===== src/rtl/msp430_ram_arb.sv =====
//==============================================================================
// Module   : msp430_ram_arb
// Brief    : Two-master fixed-priority RAM arbiter with starvation bound;
//            optional out-of-range check enabled by RAM_ARB_RANGE_CHK_EN.
// Revision : 1.0 - initial release
//==============================================================================
`default_nettype none

module msp430_ram_arb #(
    parameter int ADDR_MSB   = 6,
    parameter int MEM_SIZE   = 256,
    parameter int STARVE_MAX = 4
) (
    input  logic                mclk,
    input  logic                puc_rst,
    // port 0 : CPU memory backbone
    input  logic                p0_req,
    input  logic [ADDR_MSB:0]   p0_addr,
    input  logic [15:0]         p0_din,
    input  logic [1:0]          p0_wen,
    output logic                p0_gnt,
    output logic                p0_rdy,
    output logic [15:0]         p0_dout,
    // port 1 : DMA / debug master
    input  logic                p1_req,
    input  logic [ADDR_MSB:0]   p1_addr,
    input  logic [15:0]         p1_din,
    input  logic [1:0]          p1_wen,
    output logic                p1_gnt,
    output logic                p1_rdy,
    output logic [15:0]         p1_dout,
    // RAM side
    output logic [ADDR_MSB:0]   ram_addr,
    output logic                ram_cen,
    output logic [15:0]         ram_din,
    output logic [1:0]          ram_wen,
    input  logic [15:0]         ram_dout,
    output logic                rng_err
);

    localparam logic [3:0] c_starve_max = 4'(STARVE_MAX);

    if (STARVE_MAX < 1 || STARVE_MAX > 15 || MEM_SIZE < 2) begin : g_bad_cfg
        $error("msp430_ram_arb: unsupported parameter set");
    end

    logic [3:0]         r_starve_cnt;
    logic               r_p0_rdy;
    logic               r_p1_rdy;
    logic               w_p1_win;
    logic               w_p0_gnt;
    logic               w_p1_gnt;
    logic               w_any_gnt;
    logic               w_is_read;
    logic               w_oor;
    logic [ADDR_MSB:0]  w_addr;
    logic [15:0]        w_din;
    logic [1:0]         w_wen;

    // Port 0 wins ties unless port 1 has waited STARVE_MAX consecutive grants.
    always_comb begin
        w_p1_win  = p1_req & (~p0_req | (r_starve_cnt == c_starve_max));
        w_p1_gnt  = ~puc_rst & w_p1_win;
        w_p0_gnt  = ~puc_rst & p0_req & ~w_p1_win;
        w_any_gnt = w_p0_gnt | w_p1_gnt;
        w_addr    = w_p1_gnt ? p1_addr : p0_addr;
        w_din     = w_p1_gnt ? p1_din  : p0_din;
        w_wen     = w_p1_gnt ? p1_wen  : (w_p0_gnt ? p0_wen : 2'b11);
        w_is_read = w_any_gnt & (w_wen == 2'b11);
    end

`ifdef RAM_ARB_RANGE_CHK_EN
    localparam logic [31:0] c_mem_words = 32'(MEM_SIZE / 2);

    logic r_rd_zero;
    logic r_rng_err;

    assign w_oor = w_any_gnt & (32'(w_addr) >= c_mem_words);

    // Out-of-range reads still complete, but return zero instead of RAM data.
    always_ff @(posedge mclk) begin
        if (puc_rst) begin
            r_rd_zero <= 1'b0;
            r_rng_err <= 1'b0;
        end else begin
            r_rd_zero <= w_is_read & w_oor;
            r_rng_err <= r_rng_err | w_oor;
        end
    end

    assign p0_dout = r_rd_zero ? 16'h0000 : ram_dout;
    assign p1_dout = r_rd_zero ? 16'h0000 : ram_dout;
    assign rng_err = r_rng_err;
`else
    assign w_oor   = 1'b0;
    assign p0_dout = ram_dout;
    assign p1_dout = ram_dout;
    assign rng_err = 1'b0;
`endif

    always_ff @(posedge mclk) begin
        if (puc_rst) begin
            r_starve_cnt <= 4'd0;
            r_p0_rdy     <= 1'b0;
            r_p1_rdy     <= 1'b0;
        end else begin
            if (w_p1_gnt || !p1_req) begin
                r_starve_cnt <= 4'd0;
            end else if (w_p0_gnt && (r_starve_cnt != c_starve_max)) begin
                r_starve_cnt <= r_starve_cnt + 4'd1;
            end
            r_p0_rdy <= w_p0_gnt & w_is_read;
            r_p1_rdy <= w_p1_gnt & w_is_read;
        end
    end

    assign p0_gnt   = w_p0_gnt;
    assign p1_gnt   = w_p1_gnt;
    assign ram_addr = w_addr;
    assign ram_din  = w_din;
    assign ram_wen  = w_wen;
    assign ram_cen  = ~(w_any_gnt & ~w_oor);

    // A read pending when reset arrives is dropped immediately, not delivered.
    assign p0_rdy   = r_p0_rdy & ~puc_rst;
    assign p1_rdy   = r_p1_rdy & ~puc_rst;

endmodule

`default_nettype wire


===== config.mk =====
export PLATFORM = sky130hd
export DESIGN_NAME = msp430_ram_arb
export DESIGN_NICKNAME = d
export VERILOG_FILES = /design/src/rtl/msp430_ram_arb.sv
export SDC_FILE = /design/constraint.sdc
export NUM_CORES = 1
export LEC_CHECK = 0
export ABC_CLOCK_PERIOD_IN_PS = 3200
export BUFFER_PORTS_ARGS = -buffer_cell sky130_fd_sc_hd__buf_4
export CAP_MARGIN = 30
export CORE_UTILIZATION = 33
export DETAILED_ROUTE_END_ITERATION = 6
export PLACE_DENSITY_LB_ADDON = 0.15
export SYNTH_ARGS = -nofsm -noshare
export SYNTH_HDL_FRONTEND = slang
export SYNTH_SLANG_ARGS = --single-unit
export TNS_END_PERCENT = 20

===== constraint.sdc =====
create_clock -name mclk -period 3.2 [get_ports mclk]
set_input_delay 0.32 -clock mclk [delete_from_list [all_inputs] [get_ports mclk]]
set_output_delay 0.32 -clock mclk [all_outputs]
set_load 0.05 [all_outputs]

==> out/qor.json, run 1 <==
{
  "layout-drive-gt1-share": {"value": 78.1, "unit": "%"},
  "clock-skew-final": {"value": 0.00499, "unit": "ns"},
  "cts_repair_resize_count": {"value": 0},
  "timing.critical_path.from_type": {"value": "flip-flop"},
  "synthesis.instances": {"value": 94},
  "post_synth_num_cell_types": {"value": 24},
  "post_synth.cell_area_avg": {"value": 9.84, "unit": "sq um"},
  "cts.reportedPaths.clkPinSlew": {"value": 0.04, "unit": "ns"},
  "met1Wirelength": {"value": 613, "unit": "um"},
  "switching_share": {"value": 41.1, "unit": "%"},
  "clkLatencyLatePin": {"value": 0.25, "unit": "ns"},
  "reg2reg_setup_slack": {"value": 1.48, "unit": "ns"},
  "combinationalPowerShare": {"value": 61.1, "unit": "%"},
  "h_tree_depth": {"value": 1},
  "antenna-diode-count": {"value": 0},
  "final_min_period_over_clock_period": {"value": 80.6, "unit": "%"},
  "cp-end-kind": {"value": "primary output"},
  "critical_path_class": {"value": "reg -> out"},
  "area_growth": {"value": 44.1, "unit": "%"},
  "tritoncts_num_sinks": {"value": 6},
  "buffer_ports.inserted": {"value": 83},
  "max-vdd-ir-drop": {"value": 0.000177, "unit": "V"},
  "antenna_found_initial": {"value": 0},
  "drc": {"value": 0},
  "hold_viol_final": {"value": 0},
  "holdBufCountCts": {"value": 0},
  "timing.hold.ws": {"value": 0.331, "unit": "ns"},
  "ys_seq_elements": {"value": 6},
  "routabilityCongestion": {"value": 0.707},
  "area_enclosed_by_the_die_boundary": {"value": 3020, "unit": "sq um"},
  "power.internal": {"value": 0.000222, "unit": "W"},
  "vias": {"value": 810},
  "route.top_layer_used": {"value": "met4"},
  "cts_post_setup_buffers_inserted": {"value": 0},
  "seqPwrFrac": {"value": 20.3, "unit": "%"},
  "initial_utilization": {"value": 36.0, "unit": "%"},
  "synth_largest_area_cell": {"value": "buf_4"},
  "power_leakage": {"value": 0.705, "unit": "nW"},
  "final_antenna_net_count": {"value": 0},
  "ioPinCount": {"value": 133},
  "die_height": {"value": 54.9, "unit": "um"},
  "tritoncts": {"value": "yes"},
  "via_per_inst": {"value": 4.60},
  "synth_warnings": {"value": 0},
  "critical_path_required": {"value": 2.88, "unit": "ns"},
  "dr_wl_met3": {"value": 419, "unit": "um"},
  "rsz0062_at_grt": {"value": "false"},
  "synth_fp_nets": {"value": 166},
  "crit_fanout": {"value": 17},
  "fmax": {"value": 0.388, "unit": "GHz"},
  "drt_first_iter_violations": {"value": 1},
  "sum_of_met2_wire_segment_lengths_after_detailed_routing": {"value": 1.10, "unit": "mm"},
  "mappedNetlistArea": {"value": 925, "unit": "sq um"},
  "period_needed": {"value": 2.58, "unit": "ns"},
  "power.switching": {"value": 0.000155, "unit": "W"},
  "power_density": {"value": 284, "unit": "nW/um^2"},
  "wl_per_cell": {"value": 12.2, "unit": "um"},
  "final_net_count": {"value": 220},
  "fp-row-count": {"value": 18},
  "post-synth-top-area-fraction": {"value": 26.8, "unit": "%"},
  "seq_total_area_yosys": {"value": 13.0, "unit": "%"},
  "timing.max_cap.violations": {"value": 0},
  "finalMaxSlewViolations": {"value": 0},
  "layout_common_cells": {"value": "84 x buf_4, 16 x mux2_4, 7 x mux2_2, 6 x inv_1, 6 x dfxtp_1"},
  "core_area": {"value": 2570, "unit": "sq um"},
  "first_global_vias": {"value": 707},
  "gr-total-overflow": {"value": 0},
  "final_common_cell": {"value": "buf_4"},
  "clockPowerShare": {"value": 18.5, "unit": "%"},
  "finalWirelength": {"value": 2.15, "unit": "mm"},
  "cts_buffers": {"value": 3},
  "status": {"value": "complete, no violations"},
  "grt_max_degree": {"value": 18},
  "worstPathArrival": {"value": 2.26, "unit": "ns"},
  "hold_crit_path_type": {"value": "in -> reg"},
  "die_width": {"value": 54.9, "unit": "um"},
  "groute.usage.overall": {"value": 12.4, "unit": "%"},
  "grt_first_pass_wirelength": {"value": 2.61, "unit": "mm"},
  "finalSetupTns": {"value": 0, "unit": "ns"},
  "synth.top_cells.by_area": {"value": "buf_4 27%, mux2_4 26%, dfxtp_1 13%"},
  "cts_root_buffer": {"value": "clkbuf_4"},
  "pre_antenna_drt_iters": {"value": 2},
  "final-setup-viol-count": {"value": 0},
  "cts.path.max_buffers": {"value": 2}
}
## per-layer routing
layer / GRT usage, % / vias up
met5: 0 / -
met4: 5.42 / 0
met3: 7.10 / 4
met2: 24.3 / 82
met1: 9.46 / 344
li1: - / 380
## critical path: stages, from the launching register on
cell and delay [ns]:
dfxtp_1 0.32, inv_1 0.06, ha_1 0.15, nand3b_1 0.12
a21oi_4 0.46, buf_4 0.34, mux2_2 0.37, buf_4 0.19
## power groups by stage
stage	clock network, W	registers, W	logic (W)
after floorplan	0	0.0000781	0.000252
after global placement	0	0.0000782	0.000232
after detailed placement	0	0.0000783	0.000232
after CTS	0.0000730	0.0000769	0.000233
after global routing	0.0000825	0.0000768	0.000242
final	0.0000700	0.0000769	0.000231
## synth_stat cells
library cell / count
ha_1: 2
mux2_2: 7
buf_4: 33
nor2b_1: 2
buf_12: 1
mux2_4: 16
nand2b_1: 2
xor2_1: 1
and3_2: 1
nand3b_1: 1
a21oi_4: 1
nor2_1: 4
buf_8: 1
o21bai_1: 1
dfxtp_1: 6
inv_1: 6
xnor2_1: 1
conb_1: 1
nand3_1: 1
a2bb2oi_1: 2
and3_1: 1
or3b_2: 1
and3b_2: 1
a21o_1: 1
## sequential cells by signal (all words and copies together), names as in the netlist
name          cells
r_p0_rdy          1
r_p1_rdy          1
r_starve_cnt      4
## cell type report
cell class	instances	area, sq um
sequential	6	120
multi-input combinational	47	499
fill	250	1230
timing repair buffer	84	631
inverter	6	22.5
tap	30	37.5
clock buffer	3	22.5
## worst paths after layout
check | start | endpoint | cells after the start
max | r_starve_cnt[0] | ram_addr[4] | 7
min reg2reg | r_starve_cnt[0] | r_starve_cnt[0] | 1
max reg2reg | r_starve_cnt[0] | r_p1_rdy | 6
min | p0_wen[0] | r_p0_rdy | 2
## logic make-up after synthesis
logic type / share of synthesized area, %
AOI/OAI and AO/OA: 5.28
xor gates and xnor gates: 1.89
and+or+nand+nor: 9.20
buffers and inverters: 33.0
DFF: 13.0
adders and majority gates: 2.71
muxes: 34.5
other: 0.406
## through the flow
step	instance area [sq um]	utilization (%)	worst slack, ns	power, W	instances
3_3_place_gp	1310	51.0	0.908	0.000310	173
2_1_floorplan	925	-	1.02	0.000330	94
3_5_place_dp	1310	51.0	0.857	0.000311	173
4_1_cts	1330	51.9	0.591	0.000383	176
5_1_grt	1330	51.9	0.476	0.000401	176
6_report	1330	51.9	0.622	0.000378	176
Note: power is estimated with default switching activity, not from simulation.
==> run 2: changes to the inputs <==
Settings changed: ABC_CLOCK_PERIOD_IN_PS 3200 to 2100, CORE_UTILIZATION 33 to 27.
Clock period 3.2 ns to 2.1 ns, I/O delays scaled along.
==> out/qor.json, run 2 (synthesis gave the netlist of run 1 again) <==
{
  "status": {"value": "complete, no violations"},
  "hold_crit_path_type": {"value": "in -> reg"},
  "antenna_found_initial": {"value": 0, "change": "unchanged"},
  "timing.critical_path.from_type": {"value": "flip-flop"},
  "crit_chain": {"value": "inv_2, ha_4, nand3b_1, a21oi_4, buf_12, clkbuf_16, mux2_4, buf_8"},
  "pre_antenna_drt_iters": {"value": 3, "change": "+1"},
  "combinationalPowerShare": {"value": 64.2, "unit": "%", "change": "+3.1 points"},
  "cts_buffers": {"value": 3, "change": "unchanged"},
  "finalPower": {"value": 0.000631, "unit": "W", "change": "+67%"},
  "area_enclosed_by_the_die_boundary": {"value": 3660, "unit": "sq um", "change": "+21%"},
  "h_tree_depth": {"value": 1, "change": "unchanged"},
  "grt_first_pass_wirelength": {"value": 3.38, "unit": "mm", "change": "+30%"},
  "power_leakage": {"value": 0.809, "unit": "nW", "change": "+15%"},
  "holdBufCountCts": {"value": 0, "change": "unchanged"},
  "worstPathBufferInverterCount": {"value": 4, "change": "+1"},
  "crit_fanout": {"value": 4, "change": "-13"},
  "first_global_vias": {"value": 806, "change": "+14%"},
  "largest_register": {"value": "r_starve_cnt"},
  "drc": {"value": 0, "change": "unchanged"},
  "final_min_period_over_clock_period": {"value": 98.0, "unit": "%"},
  "finalMaxSlewViolations": {"value": 0, "change": "unchanged"},
  "layout-drive-gt1-share": {"value": 82.5, "unit": "%", "change": "+4.4 points"},
  "routabilityCongestion": {"value": 0.684, "change": "-3.3%"},
  "timing.max_cap.violations": {"value": 0, "change": "unchanged"},
  "power_density": {"value": 395, "unit": "nW/um^2", "change": "+39%"},
  "area_growth": {"value": 72.7, "unit": "%"},
  "fp-row-count": {"value": 20, "change": "+2"},
  "cp_slowest_stage_delay": {"value": 0.32, "unit": "ns", "change": "-0.14 ns"},
  "fmax": {"value": 0.486, "unit": "GHz"},
  "cts.path.max_buffers": {"value": 2, "change": "unchanged"},
  "final_antenna_net_count": {"value": 0, "change": "unchanged"},
  "largest_reg_flops": {"value": 4, "change": "unchanged"},
  "period_needed": {"value": 2.06, "unit": "ns"},
  "power.internal": {"value": 0.000379, "unit": "W", "change": "+70%"},
  "gr-total-overflow": {"value": 0, "change": "unchanged"},
  "finish.instance_area": {"value": 1600, "unit": "sq um", "change": "+20%"},
  "clockPowerShare": {"value": 17.2, "unit": "%", "change": "-1.3 points"},
  "power.switching": {"value": 0.000252, "unit": "W", "change": "+62%"},
  "drt_first_iter_violations": {"value": 21, "change": "+20"},
  "ioPinCount": {"value": 133, "change": "unchanged"},
  "cts.reportedPaths.clkPinSlew": {"value": 0.05, "unit": "ns", "change": "about the same"},
  "placed_cell_area": {"value": 1340, "unit": "sq um", "change": "+1.9%"},
  "finalWirelength": {"value": 2.72, "unit": "mm", "change": "+26%"},
  "vias": {"value": 850, "change": "+4.9%"},
  "layoutNonFillerInstCount": {"value": 198, "change": "+13%"},
  "postLayoutCoreUtil": {"value": 50.6, "unit": "%", "change": "-1.3 points"},
  "max-vdd-ir-drop": {"value": 0.000208, "unit": "V", "change": "+18%"},
  "wl_per_cell": {"value": 13.7, "unit": "um", "change": "+12%"},
  "final_common_cell": {"value": "buf_4"},
  "clkLatencyLatePin": {"value": 0.24, "unit": "ns", "change": "about the same"},
  "slowest_cp_cell": {"value": "dfxtp_2"},
  "initial_utilization": {"value": 29.3, "unit": "%", "change": "-6.7 points"},
  "dp_cells": {"value": 188, "change": "+8.7%"},
  "tritoncts": {"value": "yes"},
  "switching_share": {"value": 39.9, "unit": "%", "change": "-1.2 points"},
  "cts_root_buffer": {"value": "clkbuf_4"},
  "clock-skew-final": {"value": 0.00527, "unit": "ns", "change": "+0.000285 ns"},
  "worstPathArrival": {"value": 1.85, "unit": "ns", "change": "-0.41 ns"},
  "critical_path_class": {"value": "reg -> out"},
  "layout_common_cells": {"value": "68 x buf_4, 18 x mux2_4, 15 x buf_6, 5 x mux2_2"},
  "biggestRegsByFlops": {"value": "r_starve_cnt: 4 flops, r_p0_rdy: 1 flops, r_p1_rdy: 1 flops"},
  "critical_path_required": {"value": 1.89, "unit": "ns", "change": "-0.99 ns"},
  "seqPwrFrac": {"value": 18.6, "unit": "%", "change": "-1.7 points"},
  "tritoncts_num_sinks": {"value": 6, "change": "unchanged"},
  "groute.usage.overall": {"value": 12.5, "unit": "%", "change": "+0.17 points"},
  "hold_viol_final": {"value": 0, "change": "unchanged"},
  "via_per_inst": {"value": 4.29, "change": "-6.7%"},
  "crit_family": {"value": "buffers and inverters"},
  "cp-end-kind": {"value": "primary output"},
  "rsz0062_at_grt": {"value": "true"},
  "buffer_ports.inserted": {"value": 83, "change": "unchanged"},
  "fillerInstances": {"value": 311, "change": "+24%"},
  "die_height": {"value": 60.5, "unit": "um", "change": "+10%"},
  "hpwl_detailed": {"value": 2.13, "unit": "mm"},
  "antenna-diode-count": {"value": 0, "change": "unchanged"},
  "grt_max_degree": {"value": 18, "change": "unchanged"},
  "die_width": {"value": 60.5, "unit": "um", "change": "+10%"},
  "final-setup-viol-count": {"value": 0, "change": "unchanged"},
  "core_area": {"value": 3150, "unit": "sq um", "change": "+23%"},
  "final_net_count": {"value": 228, "change": "+3.6%"}
}
[run 2: path summary, 6_finish.rpt]
kind / startpoint / endpoint / slack [ns] / depth (start not counted)
worst max-delay path: r_starve_cnt[1] / ram_addr[4] / 0.04 / 8
worst min-delay path: p0_wen[0] / r_p0_rdy / 0.20 / 2
worst max register to register: r_starve_cnt[1] / r_p1_rdy / 0.62 / 8
worst min register to register: r_starve_cnt[0] / r_starve_cnt[0] / 0.42 / 1
[run 2: per-stage QoR]
stage / setup WS [ns] / hold slack [ns] / setup TNS (ns)
2_1_floorplan: 0.0311 / 0.356 / 0
3_3_place_gp: 0.279 / 0.421 / 0
3_5_place_dp: 0.199 / 0.421 / 0
4_1_cts: -0.0108 / 0.193 / -0.0369
5_1_grt: -0.0260 / 0.213 / -0.304
6_report: 0.0414 / 0.205 / 0
[run 2: layer usage]
layer,GRT usage [%],wire (um)
met1,12.2,850
met2,23.2,1430
met3,6.40,416
met4,3.25,19
met5,0,0
[run 2: power groups by stage]
stage | clock [W] | sequential (W) | combinational (W)
finish | 0.000108 | 0.000117 | 0.000405
global route | 0.000125 | 0.000117 | 0.000424
CTS | 0.000117 | 0.000117 | 0.000359
detailed placement | 0 | 0.000119 | 0.000357
global placement | 0 | 0.000119 | 0.000357
floorplan | 0 | 0.000119 | 0.000384
[run 2: cell type report]
type,instances,area [sq um],share of cell area (%)
timing repair buffer,92,855,53.5
multi-input combinational,47,519,32.5
sequential,6,123,7.68
tap,44,55.1,3.45
clock buffer,3,22.5,1.41
inverter,6,22.5,1.41
[run 2: timing repair]
item	4_1_cts	5_1_grt
pin swaps	0	2
setup buffers	0	4
resized for setup	2	32
setup endpoints to repair	13	23
cloned	0	3
==> run 3: changes to the inputs <==
Settings changed: ABC_CLOCK_PERIOD_IN_PS 2100 to unset, CORE_UTILIZATION 27 to 30.
Clock period 2.1 ns to 1.9 ns, I/O delays scaled along.
==> out/qor.json, run 3 (synthesis gave the netlist of run 1 again) <==
{
  "status": {"value": "complete, but fails checks"},
  "violations_in_the_final_reports": {"value": "design-rule violations, negative setup slack"},
  "finalMaxSlewViolations": {"value": 0, "change": "unchanged"},
  "r2r_end": {"value": "r_starve_cnt[1]"},
  "holdCritStartpoint": {"value": "p0_wen[0]"},
  "critical_path_class": {"value": "reg -> out"},
  "antenna_found_initial": {"value": 0, "change": "unchanged"},
  "power_density": {"value": 431, "unit": "nW/um^2", "change": "+8.9%"},
  "worstPathArrival": {"value": 1.81, "unit": "ns", "change": "-0.04 ns"},
  "finalPower": {"value": 0.000715, "unit": "W", "change": "+13%"},
  "whs_endpoint": {"value": "r_p0_rdy"},
  "final_min_period_over_clock_period": {"value": 105, "unit": "%"},
  "die_width": {"value": 57.5, "unit": "um", "change": "-5.0%"},
  "core_area": {"value": 2830, "unit": "sq um", "change": "-10%"},
  "area_enclosed_by_the_die_boundary": {"value": 3310, "unit": "sq um", "change": "-9.7%"},
  "largest_register": {"value": "r_starve_cnt"},
  "setup_ws": {"value": -0.0959, "unit": "ns", "change": "-0.137 ns"},
  "power_leakage": {"value": 0.855, "unit": "nW", "change": "+5.7%"},
  "final-setup-viol-count": {"value": 23, "change": "+23"},
  "critical_path_required": {"value": 1.71, "unit": "ns", "change": "-0.18 ns"},
  "preCtsSetupSlack": {"value": 0.0913, "unit": "ns", "change": "-0.107 ns"},
  "routabilityCongestion": {"value": 0.656, "change": "-4.2%"},
  "max-vdd-ir-drop": {"value": 0.000239, "unit": "V", "change": "+15%"},
  "final_common_cell": {"value": "buf_4"},
  "pre_antenna_drt_iters": {"value": 7, "change": "+4"},
  "timing.hold.ws": {"value": 0.208, "unit": "ns", "change": "+0.00271 ns"},
  "first_global_vias": {"value": 802, "change": "-0.50%"},
  "gr-total-overflow": {"value": 0, "change": "unchanged"},
  "hpwl_detailed": {"value": 1.90, "unit": "mm", "change": "-11%"},
  "biggestRegsByFlops": {"value": "r_starve_cnt: 4 flops, r_p0_rdy: 1 flops, r_p1_rdy: 1 flops"},
  "cts_buffers": {"value": 3, "change": "unchanged"},
  "groute.usage.overall": {"value": 14.0, "unit": "%", "change": "+1.5 points"},
  "cts_root_buffer": {"value": "clkbuf_4"},
  "final_net_count": {"value": 231, "change": "+1.3%"},
  "layout_common_cells": {"value": "63 x buf_4, 23 x mux2_4, 18 x buf_6, 11 x buf_8"},
  "hold_viol_final": {"value": 0, "change": "unchanged"},
  "timing.max_cap.violations": {"value": 0, "change": "unchanged"},
  "die_height": {"value": 57.5, "unit": "um", "change": "-5.0%"},
  "area_growth": {"value": 79.7, "unit": "%"},
  "clock-skew-final": {"value": 0.00585, "unit": "ns", "change": "+0.000576 ns"},
  "reg2regPathDepth": {"value": 5, "change": "-3"},
  "largest_reg_flops": {"value": 4, "change": "unchanged"},
  "rsz0062_at_grt": {"value": "true"},
  "antenna-diode-count": {"value": 0, "change": "unchanged"},
  "period_needed": {"value": 2.00, "unit": "ns"},
  "worst_hold_path.num_cells": {"value": 2, "change": "unchanged"},
  "timing.critical_path.from_type": {"value": "flip-flop"},
  "holdBufCountCts": {"value": 0, "change": "unchanged"},
  "initial_utilization": {"value": 32.7, "unit": "%", "change": "+3.4 points"},
  "fmax": {"value": 0.501, "unit": "GHz"},
  "reg2reg_setup_slack": {"value": 0.47, "unit": "ns", "change": "-0.15 ns"},
  "via_per_inst": {"value": 4.57, "change": "+6.4%"},
  "finalWirelength": {"value": 2.63, "unit": "mm", "change": "-3.1%"},
  "ioPinCount": {"value": 133, "change": "unchanged"},
  "crit_fanout": {"value": 5, "change": "+1"},
  "fp-row-count": {"value": 19, "change": "-5.0%"},
  "clkLatencyLatePin": {"value": 0.24, "unit": "ns", "change": "about the same"},
  "regToRegStartpoint": {"value": "r_starve_cnt[1]"},
  "grt_first_pass_wirelength": {"value": 3.58, "unit": "mm", "change": "+5.9%"},
  "wl_per_cell": {"value": 14.0, "unit": "um", "change": "+2.1%"},
  "cp-end-kind": {"value": "primary output"},
  "vias": {"value": 859, "change": "+1.1%"},
  "buffer_ports.inserted": {"value": 83, "change": "unchanged"},
  "cts.path.max_buffers": {"value": 2, "change": "unchanged"},
  "grt_max_degree": {"value": 11, "change": "-7"},
  "hold_crit_path_type": {"value": "in -> reg"},
  "tritoncts": {"value": "yes"},
  "drt_first_iter_violations": {"value": 12, "change": "-43%"},
  "cts.reportedPaths.clkPinSlew": {"value": 0.05, "unit": "ns", "change": "about the same"},
  "final_antenna_net_count": {"value": 0, "change": "unchanged"},
  "drc": {"value": 10, "change": "+10"},
  "h_tree_depth": {"value": 1, "change": "unchanged"},
  "layout-drive-gt1-share": {"value": 83.4, "unit": "%", "change": "+0.97 points"},
  "tritoncts_num_sinks": {"value": 6, "change": "unchanged"}
}
-- run 3: cell types whose count changed in the layout (fill, tap and decap cells not counted), sizes merged --
| cell | before | now |
|---|---|---|
| clkbuf | 6 | 5 |
| buf | 89 | 93 |
-- run 3: routing by layer --
layer  global-route usage (%)  wire length (um)
met1                     14.3               882
met2                     23.8              1320
met3                     7.94               419
met4                     5.23                13
met5                        0                 0
-- run 3: critical path: stages (launching register included) --
cell	delay [ns]
dfxtp_2	0.32
inv_2	0.06
ha_4	0.12
nand3b_1	0.12
a21oi_4	0.22
buf_6	0.14
clkbuf_16	0.14
mux2_4	0.30
buf_6	0.15
-- run 3: cell type report --
type | instances | area, sq um
Multi-Input combinational cell | 47 | 544
Sequential cell | 6 | 123
Timing Repair Buffer | 95 | 911
Tap cell | 31 | 38.8
Clock buffer | 3 | 22.5
Inverter | 6 | 22.5
Fill cell | 232 | 1170
-- run 3: worst max path at each step --
stage	startpoint	end	slack (ns)
5_1_grt	r_starve_cnt[1]	ram_addr[5]	-0.16
3_5_place_dp	r_starve_cnt[0]	ram_din[6]	0.09
3_3_place_gp	r_starve_cnt[0]	ram_din[7]	0.13
6_report	r_starve_cnt[1]	ram_addr[5]	-0.1
2_1_floorplan	r_starve_cnt[0]	ram_wen[0]	-0.15
4_1_cts	r_starve_cnt[1]	ram_din[11]	-0.1
-- run 3: report_power, final --
| part | total, W | switching [W] | internal, W |
|---|---|---|---|
| sequential | 0.000129 | 0.000000869 | 0.000129 |
| clock | 0.000114 | 0.0000425 | 0.0000712 |
| combinational | 0.000472 | 0.000235 | 0.000237 |
-- run 3: stage by stage --
step                setup TNS [ns]  instances  cell area (sq um)  util, %
global placement                 0        175               1330     47.1
global route                 -3.48        188               1660     58.7
floorplan                   -0.298         94                925        -
CTS                          -1.42        182               1480     52.3
detailed placement               0        175               1330     47.1
finish                       -1.88        188               1660     58.7
-- run 3: what timing repair did --
action / CTS / global route
endpoints found under the setup margin: 23 / 23
resized for setup: 23 / 32
setup buffers: 3 / 5
gates cloned: 1 / 2
pin swaps: 2 / 2
